--- src/rtl/selftest_scheduler.sv ---
// rtl/selftest_scheduler.sv - runtime self-test sequencer: pipeline stall, ALU BIST, ECC scrub of data memory
// Status outputs are sticky from REPORT until the next triggered run.
module selftest_scheduler #(
  parameter logic [31:0] GOLDEN_SIG   = 32'h81c6f051,
  parameter int          DMEM_WORDS   = 64,
  parameter int          AW           = 6,
  parameter int          BIST_TIMEOUT = 1024,
  parameter int          PERIOD       = 65536
) (
  input  logic          clk,
  input  logic          rst,
  input  logic          start,
  input  logic          period_en,
  output logic          stall_req,
  input  logic          stall_ack,
  output logic          bist_en,
  input  logic          bist_done,
  input  logic [31:0]   bist_sig,
  output logic          scrub_re,
  output logic          scrub_we,
  output logic [AW-1:0] scrub_addr,
  output logic [31:0]   scrub_wdata,
  input  logic [31:0]   scrub_rdata,
  input  logic          s_err,
  input  logic          d_err,
  output logic          busy,
  output logic          done,
  output logic          pass,
  output logic          alu_fail,
  output logic          ecc_uncorr,
  output logic          timeout_err,
  output logic [7:0]    ecc_corr_cnt
);

  localparam int TW = $clog2(BIST_TIMEOUT + 1);
  localparam int PW = $clog2(PERIOD + 1);

  typedef enum logic [2:0] {
    S_IDLE, S_STALL, S_BIST, S_RD, S_CHK, S_WB, S_REPORT
  } state_t;

  state_t        state_q, state_d;
  logic [PW-1:0] per_cnt_q, per_cnt_d;
  logic [TW-1:0] tmo_cnt_q, tmo_cnt_d;
  logic [AW-1:0] addr_q, addr_d;
  logic [31:0]   rdata_q, rdata_d;
  logic          busy_q, busy_d;
  logic          stall_q, stall_d;
  logic          alu_fail_q, alu_fail_d;
  logic          ecc_uncorr_q, ecc_uncorr_d;
  logic          timeout_q, timeout_d;
  logic          pass_q, pass_d;
  logic [7:0]    corr_cnt_q, corr_cnt_d;
  logic          trigger;
  logic          advance;

  assign trigger = start || (period_en && (per_cnt_q == PW'(PERIOD - 1)));

  always_comb begin
    state_d      = state_q;
    per_cnt_d    = '0;
    tmo_cnt_d    = tmo_cnt_q;
    addr_d       = addr_q;
    rdata_d      = rdata_q;
    busy_d       = busy_q;
    stall_d      = stall_q;
    alu_fail_d   = alu_fail_q;
    ecc_uncorr_d = ecc_uncorr_q;
    timeout_d    = timeout_q;
    pass_d       = pass_q;
    corr_cnt_d   = corr_cnt_q;
    advance      = 1'b0;

    case (state_q)
      S_IDLE: begin
        if (trigger) begin
          alu_fail_d   = 1'b0;
          ecc_uncorr_d = 1'b0;
          timeout_d    = 1'b0;
          pass_d       = 1'b0;
          corr_cnt_d   = '0;
          busy_d       = 1'b1;
          stall_d      = 1'b1;
          addr_d       = '0;
          tmo_cnt_d    = '0;
          state_d      = S_STALL;
        end else if (period_en) begin
          per_cnt_d = per_cnt_q + 1'b1;
        end
      end
      S_STALL: begin
        if (stall_ack) state_d = S_BIST;
      end
      S_BIST: begin
        // A done on the last allowed cycle still wins over the timeout.
        if (bist_done) begin
          if (bist_sig != GOLDEN_SIG) alu_fail_d = 1'b1;
          state_d = S_RD;
        end else if (tmo_cnt_q == TW'(BIST_TIMEOUT - 1)) begin
          timeout_d  = 1'b1;
          alu_fail_d = 1'b1;
          state_d    = S_RD;
        end else begin
          tmo_cnt_d = tmo_cnt_q + 1'b1;
        end
      end
      S_RD: state_d = S_CHK;
      S_CHK: begin
        rdata_d = scrub_rdata;
        if (d_err) begin
          ecc_uncorr_d = 1'b1;
          advance      = 1'b1;
        end else if (s_err) begin
          state_d = S_WB;
        end else begin
          advance = 1'b1;
        end
      end
      S_WB: begin
        if (corr_cnt_q != 8'hff) corr_cnt_d = corr_cnt_q + 1'b1;
        advance = 1'b1;
      end
      S_REPORT: begin
        pass_d  = !(alu_fail_q || ecc_uncorr_q || timeout_q);
        busy_d  = 1'b0;
        stall_d = 1'b0;
        state_d = S_IDLE;
      end
      default: state_d = S_IDLE;
    endcase

    if (advance) begin
      if (addr_q == AW'(DMEM_WORDS - 1)) begin
        state_d = S_REPORT;
      end else begin
        addr_d  = addr_q + 1'b1;
        state_d = S_RD;
      end
    end
  end

  always_ff @(posedge clk or negedge rst) begin
    if (!rst) begin
      state_q      <= S_IDLE;
      per_cnt_q    <= '0;
      tmo_cnt_q    <= '0;
      addr_q       <= '0;
      rdata_q      <= '0;
      busy_q       <= 1'b0;
      stall_q      <= 1'b0;
      alu_fail_q   <= 1'b0;
      ecc_uncorr_q <= 1'b0;
      timeout_q    <= 1'b0;
      pass_q       <= 1'b0;
      corr_cnt_q   <= '0;
    end else begin
      state_q      <= state_d;
      per_cnt_q    <= per_cnt_d;
      tmo_cnt_q    <= tmo_cnt_d;
      addr_q       <= addr_d;
      rdata_q      <= rdata_d;
      busy_q       <= busy_d;
      stall_q      <= stall_d;
      alu_fail_q   <= alu_fail_d;
      ecc_uncorr_q <= ecc_uncorr_d;
      timeout_q    <= timeout_d;
      pass_q       <= pass_d;
      corr_cnt_q   <= corr_cnt_d;
    end
  end

  assign stall_req    = stall_q;
  assign bist_en      = (state_q == S_BIST);
  assign scrub_re     = (state_q == S_RD);
  assign scrub_we     = (state_q == S_WB);
  assign scrub_addr   = addr_q;
  assign scrub_wdata  = rdata_q;
  assign busy         = busy_q;
  assign done         = (state_q == S_REPORT);
  assign pass         = pass_q;
  assign alu_fail     = alu_fail_q;
  assign ecc_uncorr   = ecc_uncorr_q;
  assign timeout_err  = timeout_q;
  assign ecc_corr_cnt = corr_cnt_q;

endmodule
--- config.mk ---
export PLATFORM = sky130hd
export DESIGN_NAME = selftest_scheduler
export DESIGN_NICKNAME = d
export VERILOG_FILES = /design/src/rtl/selftest_scheduler.sv
export SDC_FILE = /design/constraint.sdc
export NUM_CORES = 1
export LEC_CHECK = 0
export BUFFER_PORTS_ARGS = -buffer_cell sky130_fd_sc_hd__clkbuf_2
export CAP_MARGIN = 20
export CORE_UTILIZATION = 50
export DETAILED_ROUTE_END_ITERATION = 7
export HOLD_SLACK_MARGIN = 0.12
export MAX_ROUTING_LAYER = met4
export PLACE_DENSITY = 0.8
export SLEW_MARGIN = 10
export SYNTH_ARGS = -nofsm -noshare
export SYNTH_HDL_FRONTEND = slang
export SYNTH_SLANG_ARGS = --single-unit
--- constraint.sdc ---
create_clock -name clk -period 2.8 [get_ports clk]
set_input_delay 0.56 -clock clk [delete_from_list [all_inputs] [get_ports clk]]
set_output_delay 0.56 -clock clk [all_outputs]
set_load 0.01 [all_outputs]
# Yosys cells after proc, flatten, opt, wreduce, memory -nomap -nowiden
# Index checks and enable logic that the tools add are counted.
# op_classes
add_sub_neg	4
eq_ne	25
n_mux	38
reduce_logical	17
# ops
operator	count
two-way mux 17 bit	3
two-way mux 11 bit	3
!= test 32 bit, second input constant	1
two-way mux 3 bit	8
two-way mux 6 bit	4
one-hot mux 11 bit (2 select lines)	1
one-hot mux 3 bit (6 select lines)	1
adder 17 x 1 -> 17 bit, second input constant	1
== test 17 x 16 -> 1 bit, second input constant	1
two-way mux 8 bit	2
one-hot mux 8 bit (2 select lines)	1
!= test 3 bit, second input constant	4
one-hot mux 1 bit (2 select lines)	6
AND reduction 4 bit	3
adder 11 x 1 -> 11 bit, second input constant	1
== test 11 x 10 -> 1 bit, second input constant	1
== test 3 bit, second input constant	3
two-way mux 1 bit	9
adder 8 x 1 -> 8 bit, second input constant	1
!= test 2 bit, second input constant	4
!= test 8 bit, second input constant	1
nonzero test 2 bit	4
adder 6 x 1 -> 6 bit, second input constant	1
== test 3 x 2 -> 1 bit, second input constant	2
13 further kinds	18
# word_totals
regBits	82
word_cells	95

# Depth between registers and ports, before layout
# logic_depth
word_depth	7
mapped_depth	11

# Worst setup path before layout
# No wires, ideal clock.
# synth_path
path_kind	reg2reg
from	register per_cnt_q[0]
to	register tmo_cnt_q[2]
setup_ps	95
arrival_time_ps	2214
required_ps	2705
path_slack_ps	491
stages_incl_launch_ff	12
synth_period_minus_slack_ps	2309
cell_sequence	dfrtp_1 -> ha_1 -> and4_1 -> nand3_1 -> nor2_1 -> ha_1 -> a21oi_1 -> nand2b_1 -> clkbuf_1 -> clkbuf_1 -> o211ai_1 -> o31ai_1
# synth_via
elab_chain_cells	5
# synth_rtl
item	line_no	source
start: declaration	43	logic [PW-1:0] per_cnt_q, per_cnt_d;
start signal: assignment	158	per_cnt_q <= per_cnt_d;
== test 17 x 16 -> 1 bit	57	assign trigger = start || (period_en && (per_cnt_q == PW'(PERIOD - 1)));
logical AND 1 bit	57	
logical OR 1 bit	57	
!= test 2 bit (no line)	--	
AND reduction 4 bit (no line)	--	
end signal: assignment	159	tmo_cnt_q <= tmo_cnt_d;
end: declaration	44	logic [TW-1:0] tmo_cnt_q, tmo_cnt_d;
# No other way between the ends.
# A chain may end at the register's enable or synchronous reset.

# Worst setup path after layout
# layout_path
from	register per_cnt_q[0]
to	register per_cnt_q[5]
# layout_via
elab_chain_cells	5
# layout_rtl
item	line_no	source
parallel branches: the longest is 3 deep, another holds adder 17 x 1 -> 17 bit	--	
two-way mux 17 bit (*)	76	if (trigger) begin
two-way mux 17 bit (*)	74	case (state_q)
net per_cnt_d[5]	43	
# Mark *: on every way through the listed nets, which the timed path passes.

==> qor.yml <==
synthesis:
  syn_nets: 416
  synth_edf_count: 0
  synthCells: 339
  synth.top_cell.area_share: 0.5389
  syn_area_um2: 3807
  yosys.area.top_type: "dfrtp_1"
  synth_area_leaders: "dfrtp_1 54%, mux2_2 9.5%, nand3_1 3.2%, o21ai_0 2.6%, xor2_1 2.3%"
  yosysWarnings: 0
  ys_ff_latch: 82
  seq_area_frac_synth: 0.5389
  synthDistinctLibCells: 48
  async_flop_share: 1.000
  avgSynthCellArea_um2: 11.23
  synth_top_flop_cell: "dfrtp_1"
grt:
  met1_usage: 0.2627
  grt_max_degree: 83
  busiest_layer: "met2"
  grtUsageTotal: 0.2175
  overflow: 0
  grt_pass1_vias: 2832
  antenna_found_initial: 0
  met3_usage: 0.04617
  grt_first_pass_wirelength_mm: 12.74
  gr-usage-met2: 0.3713
drt:
  firstDrtPassIters: 4
  antenna_left: 0
  post_drt_wl_per_cell_um: 13.95
  dr.first_iter.drc_count: 110
  post-route-drc-count: 0
  drt-total-wl_mm: 7.991
  vias: 3089
  viasPerCell: 5.391
setup_path:
  crit_required_ps: 3060
  r2r-start: "per_cnt_q[0]"
  cp-startpoint: "per_cnt_q[0]"
  cp-endpoint: "per_cnt_q[5]"
  worstPathMaxFanout: 16
  r2r_end: "per_cnt_q[5]"
  crit_path_end_kind: "flip-flop"
  reg2reg_depth: 8
  worstPathArrival_ps: 2510
  critPathLaunchType: "flip-flop"
  critPathKind: "flip-flop to flip-flop"
  reg2reg_setup_slack_ps: 550
cells_and_area:
  drive_gt1_frac: 0.3903
  final_common_cell: "clkbuf_2"
  nFillCells: 581
  diodes: 0
  register_area_um2: 2052
  syn_to_final_growth_pct: 25.70
  final_cell_mix: "126 x clkbuf_2, 82 x dfrtp_1, 32 x mux2_2"
  final_cells: 573
  multiInputGateArea_um2: 1642
  fin_nets: 546
die:
  io_pins: 128
  die_area_um2: 7967
  core.rowCount: 31
  die_x_um: 89.26
  die_h_um: 89.26
  core_area_um2: 7292
  start_util: 0.5221
clock_tree:
  clockRootBuffer: "clkbuf_8"
  cts_buffers: 9
  clock_sinks: 82
  path_clk_slew_ps: 80
  clk_latency_ps: 350
  cts_setup_buffers: 0
  htreeDepth: 3
  cts_resized: 0
  cts_tree: "done"
  cts_hold_buf: 0
  ctsLongestPathBuffers: 2
timing:
  rsz0062_at_grt: "false"
  post-route-min-period_ps: 2249
  fin_skew_ps: 12.30
  setup_viol: 0
  worstMarginPinSlew_ps: 770.5
  final_max_slew_viol_count: 0
  max_slew_margin: 0.4846
  timing.final.hold_violations: 0
  timing.final.crit_share: 0.8034
  setup_tns_ps: 0
  hold_ws_ps: 155.2
  max_freq_mhz: 444.6
pwr:
  peakVddDrop_mv: 0.3608
  fin_total_pwr_w: 0.003942
  power_leakage_nw: 2.249
  powerDensity_nw_per_um2: 823.8
outcome:
  status: "finished clean"
job:
  cap_violations: 0
placement:
  post-dp-hpwl_mm: 5.971
  port_buffers: 127
  gp_congestion: 0.7986
  dpl.cell_count: 556
hold_path:
  min_path_type: "primary input to async pin"
-- metrics by stage --
stage / utilization / cell area, um2 / setup WS [ps]
2_1_floorplan: - / 3807 / 490.8
3_3_place_gp: 0.6213 / 4531 / 637.9
3_5_place_dp: 0.6213 / 4531 / 570.5
4_1_cts: 0.6525 / 4758 / 543.8
5_1_grt: 0.6563 / 4786 / 347.9
6_report: 0.6563 / 4786 / 550.6
-- state kept, by name (all words and copies together) (netlist names) --
register and flops:
scrub_wdata 32, per_cnt_q 17, tmo_cnt_q 11, ecc_corr_cnt 8, scrub_addr 6, state_q 3
alu_fail 1, ecc_uncorr 1, pass 1, stall_req 1, timeout_err 1
-- cells by family (layout without fill, tap and decap cells) --
| group | Yosys count | in the layout | share of synthesized area |
|---|---|---|---|
| AO/OA/AOI/OAI | 61 | 61 | 0.1078 |
| XOR/XNOR | 16 | 16 | 0.03680 |
| adder cells (fa/ha/maj) | 5 | 5 | 0.01643 |
| buffers and inverters | 25 | 160 | 0.03056 |
| flip-flops | 82 | 82 | 0.5389 |
| multiplexers | 33 | 33 | 0.09727 |
| AND/OR/NAND/NOR | 117 | 117 | 0.1722 |
-- worst min path at each step --
stage,from,end,slack (ps),depth (start not counted)
2_1_floorplan,rst,alu_fail,260,0
3_3_place_gp,per_cnt_q[0],per_cnt_q[0],460,1
3_5_place_dp,scrub_wdata[27],scrub_wdata[27],490,1
4_1_cts,rst,per_cnt_q[0],400,1
5_1_grt,rst,per_cnt_q[0],180,1
6_report,rst,per_cnt_q[0],160,1
-- critical path, cell delays in order, from the launching register on --
cell     delay [ps]
dfrtp_1         420
ha_1            250
and4_1          260
nand3_1         130
nor2_1           60
ha_1            210
nor2_1          120
nand3_1         430
a21oi_1         270
-- metal layers --
metal	vias up	share of wire
met3	13	0.061
met2	122	0.48
li1	1504	-
met1	1450	0.45
met5	-	0
met4	0	0.011
-- synth_stat cells, drive strengths merged (2+ instances only) --
| master | instances |
|---|---|
| ha | 5 |
| o31ai | 6 |
| nor4bb | 2 |
| inv | 12 |
| nand3 | 24 |
| o2111ai | 2 |
| and4 | 4 |
| mux2 | 32 |
| buf | 9 |
| a31oi | 2 |
| and4b | 2 |
| nor3 | 6 |
| nor2 | 22 |
| clkbuf | 4 |
| nand2 | 17 |
| or3 | 8 |
| a211oi | 2 |
| nor4 | 3 |
| a21oi | 12 |
| or4 | 4 |
| xor2 | 10 |
| o311ai | 2 |
| nand4 | 9 |
| nor3b | 2 |
| and3 | 4 |
| nand2b | 2 |
| dfrtp | 82 |
| nor4b | 2 |
| o211ai | 5 |
| o41ai | 5 |
| xnor2 | 6 |
| and2 | 3 |
| o21ai | 20 |
-- final cells by class --
class | instances | share of cell area
clock buffer | 10 | 0.02876
clock inverter | 6 | 0.01882
inverter | 12 | 0.009412
multi-input combinational | 232 | 0.3430
sequential | 82 | 0.4288
tap | 99 | 0.02588
timing repair buffer | 132 | 0.1454
-- power breakdown --
| group | internal (W) | switching [W] |
|---|---|---|
| Sequential | 0.00150 | 0.000244 |
| Combinational | 0.000615 | 0.000632 |
| Clock | 0.000528 | 0.000423 |
| Total | 0.00264 | 0.00130 |
(Power assumes the default switching activity.)
